===== src/rtl/mtx_burst_sched.sv =====
// Burst scheduler: per burst it runs SYNC -> GUARD -> TX -> GAP, repeated nburst times after a trigger edge.
// Optional WAIT_RDY watchdog enabled by `define MTX_BURST_SCHED_RDY_TIMEOUT_EN.
module mtx_burst_sched #(
  parameter int CNT_WIDTH   = 24,
  parameter int SYNC_LEN    = 8400,
  parameter int GUARD_LEN   = 8400,
  parameter int TX_LEN      = 40960,
  parameter int GAP_LEN     = 1024,
  parameter int NB_WIDTH    = 8,
  parameter int RDY_TIMEOUT = 65535
) (
  input  logic                clk,
  input  logic                reset,
  input  logic                trig_in,
  input  logic                abort,
  input  logic [NB_WIDTH-1:0] nburst,
  input  logic                sig_ready,
  output logic                sig_srst,
  output logic                sync_out,
  output logic                tx_valid,
  output logic                busy,
  output logic                done,
  output logic                aborted,
  output logic                err,
  output logic [NB_WIDTH-1:0] burst_idx
);

  if (SYNC_LEN < 1 || GUARD_LEN < 1 || TX_LEN < 1 || GAP_LEN < 1 || RDY_TIMEOUT < 1) begin : g_bad_param
    $error("mtx_burst_sched: all phase lengths and RDY_TIMEOUT must be >= 1");
  end

  localparam logic [CNT_WIDTH-1:0] SYNC_LAST  = CNT_WIDTH'(SYNC_LEN - 1);
  localparam logic [CNT_WIDTH-1:0] GUARD_LAST = CNT_WIDTH'(GUARD_LEN - 1);
  localparam logic [CNT_WIDTH-1:0] TX_LAST    = CNT_WIDTH'(TX_LEN - 1);
  localparam logic [CNT_WIDTH-1:0] GAP_LAST   = CNT_WIDTH'(GAP_LEN - 1);

  typedef enum logic [2:0] {IDLE, WAIT_RDY, SYNC, GUARD, TX, GAP} state_t;

  state_t               state, state_nxt;
  logic [CNT_WIDTH-1:0] cnt;
  logic [NB_WIDTH-1:0]  nb_lat;
  logic                 trig_s1, trig_s2, trig_s3;
  logic                 vld_s1, vld_s2, armed;
  logic                 start, last_burst, cnt_run;
  logic                 latch, inc_idx, done_nxt, aborted_nxt;

  // Trigger synchroniser; armed only after a genuine low level has been seen
  // so a trigger held high across reset release never counts as an edge.
  always_ff @(posedge clk) begin
    if (reset) begin
      trig_s1 <= 1'b0;
      trig_s2 <= 1'b0;
      trig_s3 <= 1'b0;
      vld_s1  <= 1'b0;
      vld_s2  <= 1'b0;
      armed   <= 1'b0;
    end else begin
      trig_s1 <= trig_in;
      trig_s2 <= trig_s1;
      trig_s3 <= trig_s2;
      vld_s1  <= 1'b1;
      vld_s2  <= vld_s1;
      armed   <= armed | (vld_s2 & ~trig_s2);
    end
  end

  assign start      = trig_s2 & ~trig_s3 & armed;
  assign last_burst = (burst_idx == (nb_lat - NB_WIDTH'(1)));

`ifdef MTX_BURST_SCHED_RDY_TIMEOUT_EN
  localparam logic [CNT_WIDTH-1:0] RDY_LAST = CNT_WIDTH'(RDY_TIMEOUT - 1);
  logic err_nxt;
`endif

  always_comb begin
    state_nxt   = state;
    latch       = 1'b0;
    inc_idx     = 1'b0;
    done_nxt    = 1'b0;
    aborted_nxt = 1'b0;
    cnt_run     = (state == SYNC) || (state == GUARD) || (state == TX) || (state == GAP);
`ifdef MTX_BURST_SCHED_RDY_TIMEOUT_EN
    err_nxt     = 1'b0;
    cnt_run     = cnt_run || (state == WAIT_RDY);
`endif
    case (state)
      IDLE: begin
        if (start && (nburst != '0)) begin
          state_nxt = WAIT_RDY;
          latch     = 1'b1;
        end
      end
      WAIT_RDY: begin
        if (sig_ready) begin
          state_nxt = SYNC;
        end
`ifdef MTX_BURST_SCHED_RDY_TIMEOUT_EN
        else if (cnt == RDY_LAST) begin
          state_nxt = IDLE;
          err_nxt   = 1'b1;
        end
`endif
      end
      SYNC:  if (cnt == SYNC_LAST)  state_nxt = GUARD;
      GUARD: if (cnt == GUARD_LAST) state_nxt = TX;
      TX:    if (cnt == TX_LAST)    state_nxt = GAP;
      GAP: begin
        if (cnt == GAP_LAST) begin
          if (last_burst) begin
            state_nxt = IDLE;
            done_nxt  = 1'b1;
          end else begin
            state_nxt = SYNC;
            inc_idx   = 1'b1;
          end
        end
      end
      default: state_nxt = IDLE;
    endcase
    // Abort overrides every other outcome, including the final GAP exit.
    if (abort && (state != IDLE)) begin
      state_nxt   = IDLE;
      aborted_nxt = 1'b1;
      done_nxt    = 1'b0;
      inc_idx     = 1'b0;
`ifdef MTX_BURST_SCHED_RDY_TIMEOUT_EN
      err_nxt     = 1'b0;
`endif
    end
  end

  // Outputs are registered from the next state so they line up with state.
  always_ff @(posedge clk) begin
    if (reset) begin
      state     <= IDLE;
      cnt       <= '0;
      nb_lat    <= '0;
      burst_idx <= '0;
      sig_srst  <= 1'b1;
      sync_out  <= 1'b0;
      tx_valid  <= 1'b0;
      busy      <= 1'b0;
      done      <= 1'b0;
      aborted   <= 1'b0;
    end else begin
      state <= state_nxt;
      if (state_nxt != state) begin
        cnt <= '0;
      end else if (cnt_run) begin
        cnt <= cnt + CNT_WIDTH'(1);
      end
      if (latch) begin
        nb_lat    <= nburst;
        burst_idx <= '0;
      end else if (inc_idx) begin
        burst_idx <= burst_idx + NB_WIDTH'(1);
      end
      sig_srst <= (state_nxt != TX);
      sync_out <= (state_nxt == SYNC);
      tx_valid <= (state_nxt == TX);
      busy     <= (state_nxt != IDLE);
      done     <= done_nxt;
      aborted  <= aborted_nxt;
    end
  end

`ifdef MTX_BURST_SCHED_RDY_TIMEOUT_EN
  always_ff @(posedge clk) begin
    if (reset) begin
      err <= 1'b0;
    end else begin
      err <= err_nxt;
    end
  end
`else
  assign err = 1'b0;
`endif

endmodule


===== config.mk =====
export PLATFORM = sky130hd
export DESIGN_NAME = mtx_burst_sched
export DESIGN_NICKNAME = d
export VERILOG_FILES = /design/src/rtl/mtx_burst_sched.sv
export SDC_FILE = /design/constraint.sdc
export NUM_CORES = 1
export LEC_CHECK = 0
export BUFFER_PORTS_ARGS = -buffer_cell sky130_fd_sc_hd__buf_4
export CAP_MARGIN = 20
export CORE_AREA = 2 2 94 96
export CTS_CLUSTER_SIZE = 20
export DETAILED_ROUTE_END_ITERATION = 10
export DIE_AREA = 0 0 96 98
export PLACE_DENSITY = 0.59
export SLEW_MARGIN = 20
export SYNTH_ARGS = -nofsm -noshare
export SYNTH_HDL_FRONTEND = slang
export SYNTH_SLANG_ARGS = --single-unit
export TNS_END_PERCENT = 100

===== constraint.sdc =====
create_clock -name clk -period 3.2 [get_ports clk]
set_input_delay 0.48 -clock clk [delete_from_list [all_inputs] [get_ports clk]]
set_output_delay 0.48 -clock clk [all_outputs]
set_load 0.1 [all_outputs]

==> results.sh, run 1 <==
export IMPL_status="completed"
export IMPL_fin_crit_ns=2.95
export IMPL_post_cts_buffers=0
export IMPL_hold_class="in2reg"
export IMPL_grtUsageTotal=0.129
export IMPL_regArea_mm2=0.00110
export IMPL_cts_made_buffers=5
export IMPL_path_max_fanout=21
export IMPL_ctsHtreeMaxLevel=2
export IMPL_port_buffers=26
export IMPL_ctsHoldBuffers=0
export IMPL_cts_resized=0
export IMPL_grt_use_met1=0.179
export IMPL_grt_setup_unrepaired="false"
export IMPL_worstMarginPinSlew_ns=0.850
export IMPL_cts_max_path_buffers=2
export IMPL_setup_slack_ns=0.254
export IMPL_multi_input_area_mm2=0.00159
export IMPL_synth_top_area_frac=0.387
export IMPL_fin_nets=355
export IMPL_cts_sinks=55
export IMPL_first_iter_violations=114
export IMPL_worst_path_largest_cell_delay_ns=0.73
export IMPL_synth_most_common_cell="dfxtp_1"
export IMPL_clk_pin_slew_ns=0.10
export IMPL_cts_tree="yes"
export IMPL_ir_drop_v=0.000162
export IMPL_cp_data_required_time_ns=3.37
export IMPL_layout_worst_path_cycle_share=0.921
export IMPL_die_h_um=98
export IMPL_leakage_nw=1.24
export IMPL_insertedDiodeCount=0
export IMPL_synth_cell_area_mm2=0.00285
export IMPL_drc_errors=0
export IMPL_crit_path_top_delay_cell="a311o_1"
export IMPL_criticalPathCategory="reg2reg"
export IMPL_use_met2=0.200
export IMPL_hold_violations=0
export IMPL_fp_row_count=34
export IMPL_grt_start_max_net_pins=22
export IMPL_skew_ns=0.00702
export IMPL_syn_nets=328
export IMPL_area_growth_pct=13.2
export IMPL_slew_limit_headroom=0.434
export IMPL_drive_above_1_share=0.174
export IMPL_core_mm2=0.00847
export IMPL_ys_flop_type="dfxtp_1"
export IMPL_viasPerCell=5.03
export IMPL_setup_viol=0
export IMPL_max_freq_ghz=0.339
export IMPL_dieArea_mm2=0.00941
export IMPL_path_buf_inv=0
export IMPL_place_ws_ns=0.304
export IMPL_vias=2254
export IMPL_synth_area_leaders="dfxtp_1 (39%), xor2_1 (7.7%), nor2_1 (6.3%)"
export IMPL_ys_ff_latch=55
export IMPL_cap_violations=0
export IMPL_synth_distinct_cells=65
export IMPL_dp_hpwl_um=4440
export IMPL_drt_first_pass_iters=4
export IMPL_async_flop_share=0
export IMPL_antenna_found_initial=0
export IMPL_synth_yosys_seq_area_share=0.387
export IMPL_synthCells=312
export IMPL_grt_ovfl_total=0
export IMPL_yosys_area_top_type="dfxtp_1"
export IMPL_crit_chain="nor4_2, nand4_1, o41ai_1, a21boi_0, o221ai_1, a311o_1, nor2_1"
export IMPL_die_w_um=96
export IMPL_drt_total_wl_um=5870
export IMPL_grt_pass1_wl_um=9830
export IMPL_root_buffer="clkbuf_8"
export IMPL_grt_pass1_vias=2150
export IMPL_busiest_layer="met2"
export IMPL_pwr_density_cell_mw_per_mm2=379
export IMPL_final_setup_tns_ns=0
export IMPL_cp_arrival_ns=3.11
export IMPL_wl_per_cell_um=13.1
export IMPL_grtUsageMet3=0.0301
export IMPL_yosysWarnings=0
export IMPL_ant_nets=0
export IMPL_endpoint_kind="flip-flop"
export IMPL_clock_latency_ns=0.31
export IMPL_start_util=0.336
export IMPL_n_fill_cell=851
export IMPL_synth_avg_cell_area_um2=9.13
export IMPL_crit_path_start_kind="flip-flop"
export IMPL_synth_edff_count=0
export IMPL_cp_top_family="compound AO/OA/AOI/OAI gates"
export IMPL_io_pins=28
export IMPL_synthTopCellsByCount="dfxtp_1 (55), nor2_1 (48), xor2_1 (25), nand3_1 (15)"
export IMPL_maxSlewViolCount=0
export IMPL_gp_congestion=0.795
worst register-to-register path, cell delays in order (launching register included):
cell and delay, ns:
dfxtp_1 0.36, nor4_2 0.44, nand4_1 0.33, o41ai_1 0.42, a21boi_0 0.16, o221ai_1 0.25
a311o_1 0.73, nor2_1 0.12
routing by layer:
| metal | up-vias | part of all wire |
|---|---|---|
| li1 | 1156 | - |
| met1 | 1048 | 0.49 |
| met2 | 41 | 0.45 |
| met3 | 9 | 0.045 |
| met4 | 0 | 0.011 |
| met5 | - | 0 |
cell families (layout without fill, tap and decap cells):
logic type,after synthesis,in the layout,synth area share
compound gates,46,46,0.123
xor+xnor,36,36,0.111
fa+ha+maj,3,3,0.0132
buf+inv,23,51,0.0558
flops,55,55,0.387
mux,7,7,0.0246
other cells,1,1,0.00132
simple gates,141,141,0.285
placed cells by master, fill, tap and decap left out, types with 3 or more instances in the layout:
master	synthesis	final
dfxtp_1	55	55
nor2_1	48	48
buf_4	2	33
xor2_1	25	25
nand3_1	15	15
nand2_1	11	11
a21oi_1	11	11
xnor2_1	11	11
inv_1	10	10
and3_1	9	9
nand4_1	8	8
mux2i_1	7	7
nor4_1	6	6
and2_1	6	6
o21ai_0	5	5
clkbuf_8	4	5
and4_1	4	4
a211oi_1	4	4
nor4_2	3	3
and4b_1	3	3
nor3_1	3	3
or3_1	3	3
a311oi_1	3	3
nor2b_1	3	3
ha_1	3	3
per-stage QoR:
stage          hold slack [ns]  instance area [um^2]  power, mW  cells  utilization
3_3_place_gp             0.420                  3110      0.772    440        0.367
4_1_cts                  0.358                  3220       1.25    448        0.381
3_5_place_dp             0.428                  3110      0.773    440        0.367
6_report                 0.373                  3220       1.22    448        0.381
5_1_grt                  0.360                  3220       1.28    448        0.381
2_1_floorplan            0.414                  2850      0.753    312            -
registers in the layout, summed over array words and instances (netlist names):
register and flops:
busy 1, state 3, trig_s2 1, done 1, nb_lat 8, tx_valid 1
vld_s1 1, sync_out 1, sig_srst 1, burst_idx 8, aborted 1, vld_s2 1
trig_s3 1, trig_s1 1, armed 1, cnt 24
path summary, 6_finish.rpt:
check	start	endpoint	slack [ns]	cells past startpoint
setup / recovery	cnt[20]	cnt[9]	0.25	7
hold / removal	trig_in	trig_s1	0.37	2
setup reg to reg	cnt[20]	cnt[9]	0.25	7
hold reg to reg	vld_s1	vld_s2	0.45	1
cell type report:
type / instances / area share
Inverter: 10 / 0.0116
Sequential cell: 55 / 0.341
Clock buffer: 5 / 0.0213
Multi-Input combinational cell: 234 / 0.492
Clock inverter: 3 / 0.0144
Tap cell: 108 / 0.0419
Timing Repair Buffer: 33 / 0.0768
report_power, final:
| group | internal [mW] | leakage, nW | switching (mW) | total (mW) |
|---|---|---|---|---|
| combinational | 0.0254 | 0.740 | 0.0387 | 0.0640 |
| sequential | 0.690 | 0.444 | 0.00308 | 0.693 |
| clock | 0.236 | 0.0548 | 0.228 | 0.464 |
Power figures use the tool's default switching activity.
==> run 2, diff against run 1 <==
--- a/config.mk
+++ b/config.mk
@@ -5,7 +5,7 @@
 export SDC_FILE = /design/constraint.sdc
 export NUM_CORES = 1
 export LEC_CHECK = 0
-export BUFFER_PORTS_ARGS = -buffer_cell sky130_fd_sc_hd__buf_4
+export BUFFER_PORTS_ARGS = -buffer_cell sky130_fd_sc_hd__clkbuf_2
 export CAP_MARGIN = 20
 export CORE_AREA = 2 2 94 96
 export CTS_CLUSTER_SIZE = 20
==> constraint.sdc (replaced) <==
create_clock -name clk -period 3.2 [get_ports clk]
set_input_delay 0 -clock clk [delete_from_list [all_inputs] [get_ports clk]]
set_output_delay 0 -clock clk [all_outputs]
set_load 0.1 [all_outputs]
==> run 2 against run 1 <==
  * Final cell count rose by 2.2%
  * Flip-flop and latch count did not move
  * Sequential share of layout area down 0.15 points
  * Combinational power is 8.8% higher
  * Die area unchanged
  * Register-to-register slack improved by 0.11 ns
  * Sequential power hardly changed
  * Power shrank 5.2%
  * Core utilization rose by 0.16 points
  * Worst setup slack improved by 0.11 ns
==> results.sh, run 2 (same netlist as run 1, synthesis figures left out) <==
export IMPL_criticalPathCategory="reg2reg"
export IMPL_crit_path_start_kind="flip-flop"
export IMPL_io_pins=28
export IMPL_grt_start_max_net_pins=22
export IMPL_viasPerCell=5.05
export IMPL_start_util=0.336
export IMPL_cts_tree="yes"
export IMPL_fin_area_mm2=0.00324
export IMPL_port_buffers=26
export IMPL_grt_pass1_wl_um=10500
export IMPL_path_max_fanout=21
export IMPL_leakage_nw=1.25
export IMPL_cts_resized=0
export IMPL_place_area_mm2=0.00304
export IMPL_total_power_mw=1.16
export IMPL_instances_no_fill=458
export IMPL_drc_errors=0
export IMPL_seqPwrFrac=0.599
export IMPL_cts_made_buffers=5
export IMPL_hold_violations=0
export IMPL_grt_pass1_vias=2287
export IMPL_ctsHtreeMaxLevel=2
export IMPL_die_w_um=96
export IMPL_root_buffer="clkbuf_8"
export IMPL_drive_above_1_share=0.169
export IMPL_pwr_share_clk=0.341
export IMPL_post_route_util=0.383
export IMPL_cap_violations=0
export IMPL_p_sw_mw=0.279
export IMPL_status="completed"
export IMPL_layout_worst_path_cycle_share=0.887
export IMPL_holdWs_ns=0.135
export IMPL_drt_first_pass_iters=4
export IMPL_area_growth_pct=13.7
export IMPL_setup_slack_ns=0.362
export IMPL_final_cell_mix="dfxtp_1 (55), nor2_1 (48), clkbuf_2 (26)"
export IMPL_setup_viol=0
export IMPL_place_ws_ns=0.348
export IMPL_final_common_cell="dfxtp_1"
export IMPL_max_freq_ghz=0.352
export IMPL_cts_sinks=55
export IMPL_fp_row_count=34
export IMPL_core_mm2=0.00847
export IMPL_final_setup_tns_ns=0
export IMPL_top_regs="cnt (24), burst_idx (8), nb_lat (8)"
export IMPL_p_comb_frac=0.060
export IMPL_top_register="cnt"
export IMPL_dp_cells=440
export IMPL_internal_power_mw=0.878
export IMPL_gp_congestion=0.796
export IMPL_dp_hpwl_um=4480
export IMPL_grtUsageTotal=0.137
export IMPL_fin_crit_ns=2.84
export IMPL_slew_limit_headroom=0.449
export IMPL_worstMarginPinSlew_ns=0.827
export IMPL_largest_reg_flops=24
export IMPL_skew_ns=0.00996
export IMPL_drt_total_wl_um=6200
export IMPL_wl_per_cell_um=13.5
export IMPL_cts_max_path_buffers=2
export IMPL_fin_nets=365
export IMPL_first_iter_violations=118
export IMPL_endpoint_kind="flip-flop"
export IMPL_ir_drop_v=0.000140
export IMPL_cp_arrival_ns=3.00
export IMPL_clk_pin_slew_ns=0.10
export IMPL_hold_class="in2reg"
export IMPL_clock_latency_ns=0.31
export IMPL_die_h_um=98
export IMPL_pwr_density_cell_mw_per_mm2=357
export IMPL_dieArea_mm2=0.00941
export IMPL_n_fill_cell=893
export IMPL_cp_data_required_time_ns=3.37
export IMPL_insertedDiodeCount=0
export IMPL_ant_nets=0
export IMPL_grt_setup_unrepaired="false"
export IMPL_grt_ovfl_total=0
export IMPL_vias=2311
export IMPL_p_sw_frac=0.241
export IMPL_antenna_found_initial=0
export IMPL_maxSlewViolCount=0
==> run 2: area by class of cell <==
cell class | count | area (um^2) | area share
Clock inverter | 3 | 25.0 | 0.00773
Inverter | 10 | 37.5 | 0.0116
Multi-Input combinational cell | 234 | 1590 | 0.490
Sequential cell | 55 | 1100 | 0.340
Clock buffer | 5 | 68.8 | 0.0213
Tap cell | 108 | 135 | 0.0417
Timing Repair Buffer | 43 | 283 | 0.0873
==> run 2: repair_timing <==
item	in CTS	in global routing
hold buffers	10	0
endpoints found under the hold margin	10	0
setup buffers	0	0
==> run 2: path summary, 6_finish.rpt <==
path                            cells after the start  startpoint      end  slack, ns
worst max-delay path                                7     cnt[20]   cnt[4]       0.36
worst min-delay path                                2       reset  trig_s3       0.14
worst max register to register                      7     cnt[20]   cnt[4]       0.36
worst min register to register                      1      vld_s1   vld_s2       0.45
==> run 2: routing by layer <==
layer,vias up,share of wire,routed length (um),global-route usage
met5,-,0,0,0
met4,0,0.0050,31,0.0231
met1,1088,0.50,3100,0.179
li1,1182,-,-,-
met3,4,0.037,229,0.0324
met2,37,0.46,2830,0.230
==> run 2: power groups by stage <==
stage,Sequential [mW],Clock (mW),Combinational [mW]
after detailed placement,0.709,0,0.0598
after global routing,0.694,0.442,0.0765
final,0.693,0.395,0.0696
after floorplan,0.711,0,0.0416
after CTS,0.693,0.418,0.0696
after global placement,0.708,0,0.0596
==> run 2: worst max-delay path, cell delays in order (launching register included) <==
cell and delay, ns:
dfxtp_1 0.36, nor4_2 0.41, nand4_1 0.31, o41ai_1 0.39, a21boi_0 0.15, o221ai_1 0.25
a311o_1 0.71, nor2_1 0.11
